<file path="src/rtl/fout_ddr_packer.sv">
// fout_ddr_packer: packs FW-bit feature-out elements into DW-bit DDR write beats.
// Build macro FOUT_RELU_EN enables an element-wise ReLU ahead of the pack register.
module fout_ddr_packer #(
    parameter int FW = 32,
    parameter int DW = 512
) (
    input  logic          clk_i,
    input  logic          rstn_i,
    input  logic          start_i,
    input  logic [15:0]   len_i,
    output logic          busy_o,
    output logic          done_o,
    input  logic          data_valid_i,
    input  logic [FW-1:0] data_i,
    output logic          data_ready_o,
    output logic          ddr_valid_o,
    input  logic          ddr_ready_i,
    output logic [DW-1:0] ddr_data_o,
    output logic          ddr_last_o,
    output logic [4:0]    ddr_valid_num_o
);
    localparam int N = DW / FW;
    localparam logic [4:0] N_CNT = 5'(N);

    typedef enum logic [1:0] {IDLE, RUN, DRAIN} state_t;

    state_t        state_q, state_d;
    logic [15:0]   remain_q, remain_d;
    logic [DW-1:0] pack_q, pack_d;
    logic [4:0]    pack_cnt_q, pack_cnt_d;
    logic          pack_last_q, pack_last_d;
    logic          pend_q, pend_d;
    logic [DW-1:0] out_dat_q, out_dat_d;
    logic [4:0]    out_num_q, out_num_d;
    logic          out_last_q, out_last_d;
    logic          out_vld_q, out_vld_d;
    logic          done_q, done_d;

    logic [FW-1:0] elem;
    logic [DW-1:0] beat_dat;
    logic          acc, out_hs, out_free, beat_done, elem_last;

`ifdef FOUT_RELU_EN
    assign elem = data_i[FW-1] ? '0 : data_i;
`else
    assign elem = data_i;
`endif

    // Ready depends only on registers so it never combinationally follows ddr_ready_i.
    assign data_ready_o = (state_q == RUN) && (remain_q != 16'd0) && !pend_q;
    assign acc          = data_valid_i && data_ready_o;
    assign out_hs       = out_vld_q && ddr_ready_i;
    assign out_free     = !out_vld_q || ddr_ready_i;
    assign elem_last    = (remain_q == 16'd1);
    assign beat_done    = (pack_cnt_q == N_CNT - 5'd1) || elem_last;

    always_comb begin
        beat_dat = pack_q;
        for (int k = 0; k < N; k++) begin
            if (pack_cnt_q == 5'(k)) beat_dat[k*FW +: FW] = elem;
        end
    end

    always_comb begin
        state_d     = state_q;
        remain_d    = remain_q;
        pack_d      = pack_q;
        pack_cnt_d  = pack_cnt_q;
        pack_last_d = pack_last_q;
        pend_d      = pend_q;
        out_dat_d   = out_dat_q;
        out_num_d   = out_num_q;
        out_last_d  = out_last_q;
        out_vld_d   = out_vld_q;
        done_d      = 1'b0;

        if (out_hs) out_vld_d = 1'b0;

        // A stalled complete beat waits in the pack register until the output frees up.
        if (pend_q && out_free) begin
            out_dat_d   = pack_q;
            out_num_d   = pack_cnt_q;
            out_last_d  = pack_last_q;
            out_vld_d   = 1'b1;
            pack_d      = '0;
            pack_cnt_d  = 5'd0;
            pack_last_d = 1'b0;
            pend_d      = 1'b0;
        end

        if (acc) begin
            remain_d = remain_q - 16'd1;
            if (beat_done && out_free) begin
                out_dat_d   = beat_dat;
                out_num_d   = pack_cnt_q + 5'd1;
                out_last_d  = elem_last;
                out_vld_d   = 1'b1;
                pack_d      = '0;
                pack_cnt_d  = 5'd0;
                pack_last_d = 1'b0;
            end else begin
                pack_d      = beat_dat;
                pack_cnt_d  = pack_cnt_q + 5'd1;
                pack_last_d = elem_last;
                pend_d      = beat_done;
            end
        end

        case (state_q)
            IDLE: begin
                if (start_i) begin
                    if (len_i != 16'd0) begin
                        state_d  = RUN;
                        remain_d = len_i;
                    end else begin
                        done_d = 1'b1;
                    end
                end
            end
            RUN: begin
                if (acc && elem_last) state_d = DRAIN;
            end
            DRAIN: begin
                if (out_hs && out_last_q) begin
                    state_d = IDLE;
                    done_d  = 1'b1;
                end
            end
            default: state_d = IDLE;
        endcase
    end

    always_ff @(posedge clk_i) begin
        if (!rstn_i) begin
            state_q     <= IDLE;
            remain_q    <= 16'd0;
            pack_q      <= '0;
            pack_cnt_q  <= 5'd0;
            pack_last_q <= 1'b0;
            pend_q      <= 1'b0;
            out_dat_q   <= '0;
            out_num_q   <= 5'd0;
            out_last_q  <= 1'b0;
            out_vld_q   <= 1'b0;
            done_q      <= 1'b0;
        end else begin
            state_q     <= state_d;
            remain_q    <= remain_d;
            pack_q      <= pack_d;
            pack_cnt_q  <= pack_cnt_d;
            pack_last_q <= pack_last_d;
            pend_q      <= pend_d;
            out_dat_q   <= out_dat_d;
            out_num_q   <= out_num_d;
            out_last_q  <= out_last_d;
            out_vld_q   <= out_vld_d;
            done_q      <= done_d;
        end
    end

    assign busy_o          = (state_q != IDLE);
    assign done_o          = done_q;
    assign ddr_valid_o     = out_vld_q;
    assign ddr_data_o      = out_dat_q;
    assign ddr_last_o      = out_last_q;
    assign ddr_valid_num_o = out_num_q;

endmodule

</file>
<file path="config.mk">
export PLATFORM = sky130hd
export DESIGN_NAME = fout_ddr_packer
export DESIGN_NICKNAME = d
export VERILOG_FILES = /design/src/rtl/fout_ddr_packer.sv
export SDC_FILE = /design/constraint.sdc
export NUM_CORES = 2
export LEC_CHECK = 0
export BUFFER_PORTS_ARGS = -buffer_cell sky130_fd_sc_hd__buf_4
export CORE_ASPECT_RATIO = 1.25
export CORE_UTILIZATION = 33
export CTS_CLUSTER_DIAMETER = 30
export DETAILED_ROUTE_END_ITERATION = 6
export MAX_ROUTING_LAYER = met4
export PLACE_DENSITY_LB_ADDON = 0.25
export SLEW_MARGIN = 20
export SYNTH_ARGS = -nofsm -noshare
export SYNTH_HDL_FRONTEND = slang
export SYNTH_SLANG_ARGS = --single-unit
</file>
<file path="constraint.sdc">
create_clock -name clk_i -period 3.3 [get_ports clk_i]
set_input_delay 0.99 -clock clk_i [delete_from_list [all_inputs] [get_ports clk_i]]
set_output_delay 0.99 -clock clk_i [all_outputs]
set_load 0.005 [all_outputs]
</file>
**After elaboration in Yosys (flattened, before gate mapping)**

Index checks and enable logic that the tools add are counted.

- Logic and storage cells: 108
- Register bits: 1,057
- Input bits: 53
- Output and inout bits: 522

- Muxes and demuxes: 54
- Equal/unequal tests: 22
- Add/subtract/negate cells: 2
- Reduce and logical (&&, ||, !) cells: 19

Operators with widths:

| operator | number |
|---|---|
| $mux W512 | 6 |
| $mux W32 | 16 |
| $mux W16 | 4 |
| $eq A5 B4 Y1 const B | 8 |
| $reduce_bool A16 Y1 | 2 |
| $mux W5 | 6 |
| $eq A5 B3 Y1 const B | 4 |
| $eq A16 B1 Y1 const B | 1 |
| $mux W1 | 16 |
| $sub A16 B1 Y16 const B | 1 |
| $eq A5 B2 Y1 const B | 2 |
| $logic_and A1 B1 Y1 | 8 |
| $mux W2 | 4 |
| $ne A2 B2 Y1 const B | 3 |
| $pmux W2 S3 | 1 |
| $add A5 B1 Y5 const B | 1 |
| $eq A5 B1 Y1 const B | 1 |
| $logic_not A5 Y1 | 1 |
| $reduce_and A4 Y1 | 1 |
| $reduce_bool A2 Y1 | 2 |
| $eq A2 B1 Y1 const B | 1 |
| $eq A2 B2 Y1 const B | 1 |
| $logic_not A1 Y1 | 2 |
| $logic_not A2 Y1 | 1 |
| other kinds (3) | 4 |

**Depth between registers and ports, before layout**

- Depth in word-level cells: 8
- Mapped depth: 11
- Depth with buffers taken out: 7

**Worst setup path before layout**

Ideal clock, no wire load.

- Path kind: register -> output
- Start: register remain_q[0]
- End: output port data_ready_o
- Arrival time: 2,064 ps
- Data required time: 2,310 ps
- Cell stages (with the launch flop): 8
- Slack: 246 ps
- Path buffers: 2
- Cell sequence: dfxtp_1 inv_1 ha_1 or4b_1 or4_1 buf_2 clkbuf_1 and2_1

- Cells in the longest elaborated chain, start to end: 3

RTL lines:

| item | RTL line | text |
|---|---|---|
| from (decl) | 28 | `logic [15:0] remain_q, remain_d;` |
| from (signal assigned) | 148 | `remain_q <= remain_d;` |
| $reduce_bool A16 Y1 | 50 | `assign data_ready_o = (state_q == RUN) && (remain_q != 16'd0) && !pend_q;` |
| $logic_and A1 B1 Y1 (2 in series) | 50 |  |
| to (decl) | 15 | `output logic data_ready_o,` |

Every way passes these cells.

**Worst setup path after layout**

- Start: register remain_q[1]
- End: output port data_ready_o

The elaborated chain is that of the path after synthesis.

==> PnR_summary.wiki <==
{| class="wikitable"
! Metric !! Value
|-
| Core region area || 0.143 mm2
|-
| Fraction of the yosys area taken by sequential cells || 44.4%
|-
| Routed length on met3 || 13500 um
|-
| Area Overhead vs Synth || 30.1%
|-
| Final core area utilization || 43.3%
|-
| Residual antenna-violating net count after detailed routing || 0
|-
| Outcome || finished, violations left
|-
| Post-synth net total || 5775
|-
| DIE HEIGHT || 427 um
|-
| Weighted congestion reported at the end of routability-driven placement || 0.824
|-
| Number of H-tree levels || 4
|-
| Combinational share of power || 4.0%
|-
| Final wirelength || 191000 um
|-
| Cell count after synthesis || 5715
|-
| Worst-path fanout max || 2
|-
| Number of DRC violations after detailed routing || 261
|-
| Max Transition Viols Final || 0
|-
| DIE AREA || 0.146 mm2
|-
| Reg power frac || 33.5%
|-
| Clock sinks || 1057
|-
| Global route total overflow || 0
|-
| Site Rows || 155
|-
| Data arrival, critical path || 2.58 ns
|-
| Port Buffer Count || 574
|-
| Maximum Capacitance Violations || 0
|-
| Maximum number of pins on one net before global-route repair || 117
|-
| CP endpoint kind || output pin
|-
| Static leakage || 23.4 nW
|-
| Least-Margin Pin Slew || 0.839 ns
|-
| Metal1 wirelength || 82400 um
|-
| Insertion delay to the later sink of the worst-skew pair || 0.85 ns
|-
| Setup repair after global routing missed its margin || true
|-
| Via count || 45900
|-
| Number of distinct library cell variants in the gate-level netlist after synthesis || 46
|-
| Average instance area after synthesis || 8.34 um2
|-
| Net total in the final layout || 6108
|-
| Top metal layer carrying routed signals || met4
|-
| PD cells || 623 mW/mm2
|-
| Number of warnings issued by yosys || 0
|-
| Fill cells || 13900
|-
| Net Switching || 0.00904 W
|-
| Fraction of synthesis flops using an asynchronous set or reset pin || 0%
|-
| Final critical-path required period || 3.57 ns
|-
| Layout cell share with drive strength beyond 1 || 25.3%
|-
| Critical Path Start Type || register
|-
| Post-CTS Hold Buffers || 0
|-
| Critical Path RT || 2.31 ns
|-
| Most used DFF post-synth || sky130_fd_sc_hd__dfxtp_1
|-
| CTS tree || built
|-
| Number of global-route vias before repair || 42100
|-
| Final Hold Viols || 0
|-
| Overall fraction of global-route tracks in use || 25.9%
|-
| Wire length per cell || 23.5 um
|-
| DPL Wire Length || 111000 um
|-
| Worst ir drop on vdd || 0.000519 V
|-
| Relative slew slack || 43.9%
|-
| Final Skew || 0.0552 ns
|-
| Internal power || 0.0296 W
|-
| Tightest Hold Check Type || register to register
|-
| Kind of critical path || register to output pin
|-
| Seq cells post-synth || 1057
|-
| Synth Cell Area || 0.0476 mm2
|-
| Final-report setup violation count || 1
|-
| Final cell count without fillers || 8140
|-
| Post-synth EDFFs || 0
|-
| Global-route wire length before repair || 278000 um
|-
| Number of DRC violations after detailed-routing iteration 0 || 4689
|-
| Pre-antenna DRT Iters || 7
|-
| Initial cell density of the core || 33.3%
|-
| Switching share of total power || 23.4%
|-
| Maximum achievable frequency || 0.280 GHz
|-
| Violated checks || DRC, setup timing
|-
| Number of buffers created by CTS || 228
|-
| Top-level port count || 575
|-
| Via-per-instance ratio || 5.64
|-
| Antenna violations before repair || 17
|-
| Share of the clock period used by the worst path after layout || 108%
|-
| Horizontal die dimension || 342 um
|-
| Number of cells in the design after placement || 7697
|-
| Post-route setup slack || -0.273 ns
|-
| Clock root buffer || sky130_fd_sc_hd__clkbuf_16
|-
| Routed length on met2 || 87500 um
|-
| Clock Power Share || 62.5%
|-
| Clock slew seen by the registers of the worst setup and hold paths || 0.05 ns
|-
| Buffer depth of the longest clock path || 3
|}
==> layout make-up <==
cell class	instances	area, um2	share of cell area (%)
multi-input combinational	4017	23700	38.2
timing repair buffer	735	6450	10.4
clock buffer	297	6340	10.2
antenna	11	27.5	0.0444
sequential	1057	21200	34.2
clock inverter	130	1900	3.06
inverter	9	41.3	0.0666
tap	1884	2360	3.80
==> flip-flops by register name (all words and copies together), names as in the netlist <==
| register | flops |
|---|---|
| ddr_valid_o | 1 |
| remain_q | 16 |
| ddr_valid_num_o | 5 |
| pack_cnt_q | 5 |
| pack_last_q | 1 |
| pack_q | 512 |
| state_q | 2 |
| ddr_last_o | 1 |
| ddr_data_o | 512 |
| done_o | 1 |
| pend_q | 1 |
==> power by group through the flow <==
stage	Clock [W]	Sequential, W	Combinational [W]
floorplan	0	0.0131	0.000765
global placement	0	0.0132	0.00152
detailed placement	0	0.0132	0.00151
CTS	0.0244	0.0129	0.00153
global route	0.0251	0.0129	0.00161
finish	0.0241	0.0129	0.00154
==> logic make-up (layout without fill, tap and decap cells) <==
logic type | after synthesis | after routing | synth area share [%]
and+or+nand+nor | 2438 | 2438 | 20.6
AOI/OAI and AO/OA | 1145 | 1145 | 18.8
DFF | 1057 | 1057 | 44.4
buffers and inverters | 641 | 1171 | 6.08
muxes | 414 | 414 | 9.78
xor gates and xnor gates | 13 | 13 | 0.239
adders and majority gates | 7 | 7 | 0.184
other | 0 | 11 | 0
==> repair_timing <==
item                                    CTS  global route
endpoints found under the setup margin    1             1
resized for setup                        10             2
pin swaps                                 3             2
setup buffers                             3             2
==> worst paths after layout <==
| kind | from | end | slack [ns] | cells after the start |
|---|---|---|---|---|
| setup / recovery | remain_q[1]$_SDFF_PN0_ | data_ready_o | -0.27 | 6 |
| setup reg to reg | remain_q[1]$_SDFF_PN0_ | ddr_data_o[454]$_SDFF_PN0_ | 0.25 | 10 |
| hold reg to reg | pack_q[507]$_SDFFE_PN0P_ | ddr_data_o[507]$_SDFF_PN0_ | 0.46 | 2 |
| hold / removal | pack_q[507]$_SDFFE_PN0P_ | ddr_data_o[507]$_SDFF_PN0_ | 0.46 | 2 |
==> worst max-delay path: stages, from the launching register on <==
cell,delay (ns)
sky130_fd_sc_hd__dfxtp_2,0.32
sky130_fd_sc_hd__inv_2,0.07
sky130_fd_sc_hd__ha_4,0.12
sky130_fd_sc_hd__or4b_4,0.45
sky130_fd_sc_hd__or4_4,0.50
sky130_fd_sc_hd__and2_4,0.18
sky130_fd_sc_hd__buf_6,0.11
==> placed cells by master, fill, tap and decap left out, types with 4 or more instances in the layout <==
cell                         instances
sky130_fd_sc_hd__xnor2_1             6
sky130_fd_sc_hd__a211oi_1           36
sky130_fd_sc_hd__ha_1                5
sky130_fd_sc_hd__nand4_1            75
sky130_fd_sc_hd__nor2_1            842
sky130_fd_sc_hd__nor4_1             11
sky130_fd_sc_hd__dfxtp_1          1055
sky130_fd_sc_hd__o21ai_0            46
sky130_fd_sc_hd__buf_4             660
sky130_fd_sc_hd__clkbuf_8           38
sky130_fd_sc_hd__and3_1             71
sky130_fd_sc_hd__bufinv_16          36
sky130_fd_sc_hd__nand3_1            16
sky130_fd_sc_hd__buf_12             74
sky130_fd_sc_hd__clkinv_16           6
sky130_fd_sc_hd__a31oi_1            71
sky130_fd_sc_hd__a22oi_1           415
sky130_fd_sc_hd__nor2b_1            33
sky130_fd_sc_hd__xor2_1              7
sky130_fd_sc_hd__and2_1              4
sky130_fd_sc_hd__clkbuf_1           31
sky130_fd_sc_hd__clkinv_2           43
sky130_fd_sc_hd__clkinvlp_4         19
sky130_fd_sc_hd__and2_2              4
sky130_fd_sc_hd__nand2_1          1340
sky130_fd_sc_hd__diode_2            11
sky130_fd_sc_hd__inv_6              10
sky130_fd_sc_hd__clkinv_4           10
sky130_fd_sc_hd__a311oi_1          515
sky130_fd_sc_hd__a21oi_1            50
sky130_fd_sc_hd__mux2_2            414
sky130_fd_sc_hd__clkinv_8            5
sky130_fd_sc_hd__clkbuf_16         228
sky130_fd_sc_hd__nor3_1              9
sky130_fd_sc_hd__inv_1               6
sky130_fd_sc_hd__and3_2              6
==> metal layers <==
| layer | vias up | global-route usage (%) |
|---|---|---|
| met2 | 1914 | 39.1 |
| met4 | 0 | 12.4 |
| met1 | 22600 | 33.2 |
| met3 | 358 | 4.61 |
| met5 | - | - |
| li1 | 21000 | - |
==> through the flow <==
stage / hold slack [ns] / setup TNS (ns) / setup WS, ns / total power [W] / cell area, um2
final: 0.460 / -0.273 / -0.273 / 0.0386 / 62000
after global routing: 0.479 / -0.346 / -0.346 / 0.0396 / 61900
after global placement: 0.470 / 0 / 0.0867 / 0.0147 / 53600
after floorplan: 0.453 / 0 / 0.246 / 0.0139 / 47600
after CTS: 0.440 / -0.382 / -0.382 / 0.0389 / 61900
after detailed placement: 0.469 / 0 / 0.0980 / 0.0147 / 53600
==> synth_stat cells (2+ instances only) <==
master                         n  share of area [%]
sky130_fd_sc_hd__or3_1         3              0.039
sky130_fd_sc_hd__buf_2        98                1.0
sky130_fd_sc_hd__buf_1        34               0.27
sky130_fd_sc_hd__a21oi_1      50               0.53
sky130_fd_sc_hd__nor4b_1       3              0.055
sky130_fd_sc_hd__clkbuf_1    446                3.5
sky130_fd_sc_hd__nor2_1      843                6.6
sky130_fd_sc_hd__nor2b_1      33               0.43
sky130_fd_sc_hd__nor3_1        9              0.095
sky130_fd_sc_hd__buf_6        44                1.0
sky130_fd_sc_hd__buf_4        10               0.16
sky130_fd_sc_hd__and3_1       77                1.0
sky130_fd_sc_hd__a31oi_1      71               0.93
sky130_fd_sc_hd__dfxtp_1    1057                 44
sky130_fd_sc_hd__xnor2_1       6               0.11
sky130_fd_sc_hd__inv_1         9              0.071
sky130_fd_sc_hd__a22oi_1     415                6.5
sky130_fd_sc_hd__a311oi_1    515                9.5
sky130_fd_sc_hd__nor3b_1       2              0.032
sky130_fd_sc_hd__nand2_1    1344                 11
sky130_fd_sc_hd__and2_1       10               0.13
sky130_fd_sc_hd__a2111oi_1     2              0.042
sky130_fd_sc_hd__a211oi_1     37               0.58
sky130_fd_sc_hd__mux2_2      414                9.8
sky130_fd_sc_hd__ha_1          7               0.18
sky130_fd_sc_hd__nor4_1       11               0.14
sky130_fd_sc_hd__xor2_1        7               0.13
sky130_fd_sc_hd__o21ai_0      46               0.48
sky130_fd_sc_hd__and4_1        2              0.037
sky130_fd_sc_hd__nand3_1      16               0.17
sky130_fd_sc_hd__nand4_1      75               0.98
sky130_fd_sc_hd__or4_1         5              0.079
No activity file was read; power rests on OpenSTA's default activity.
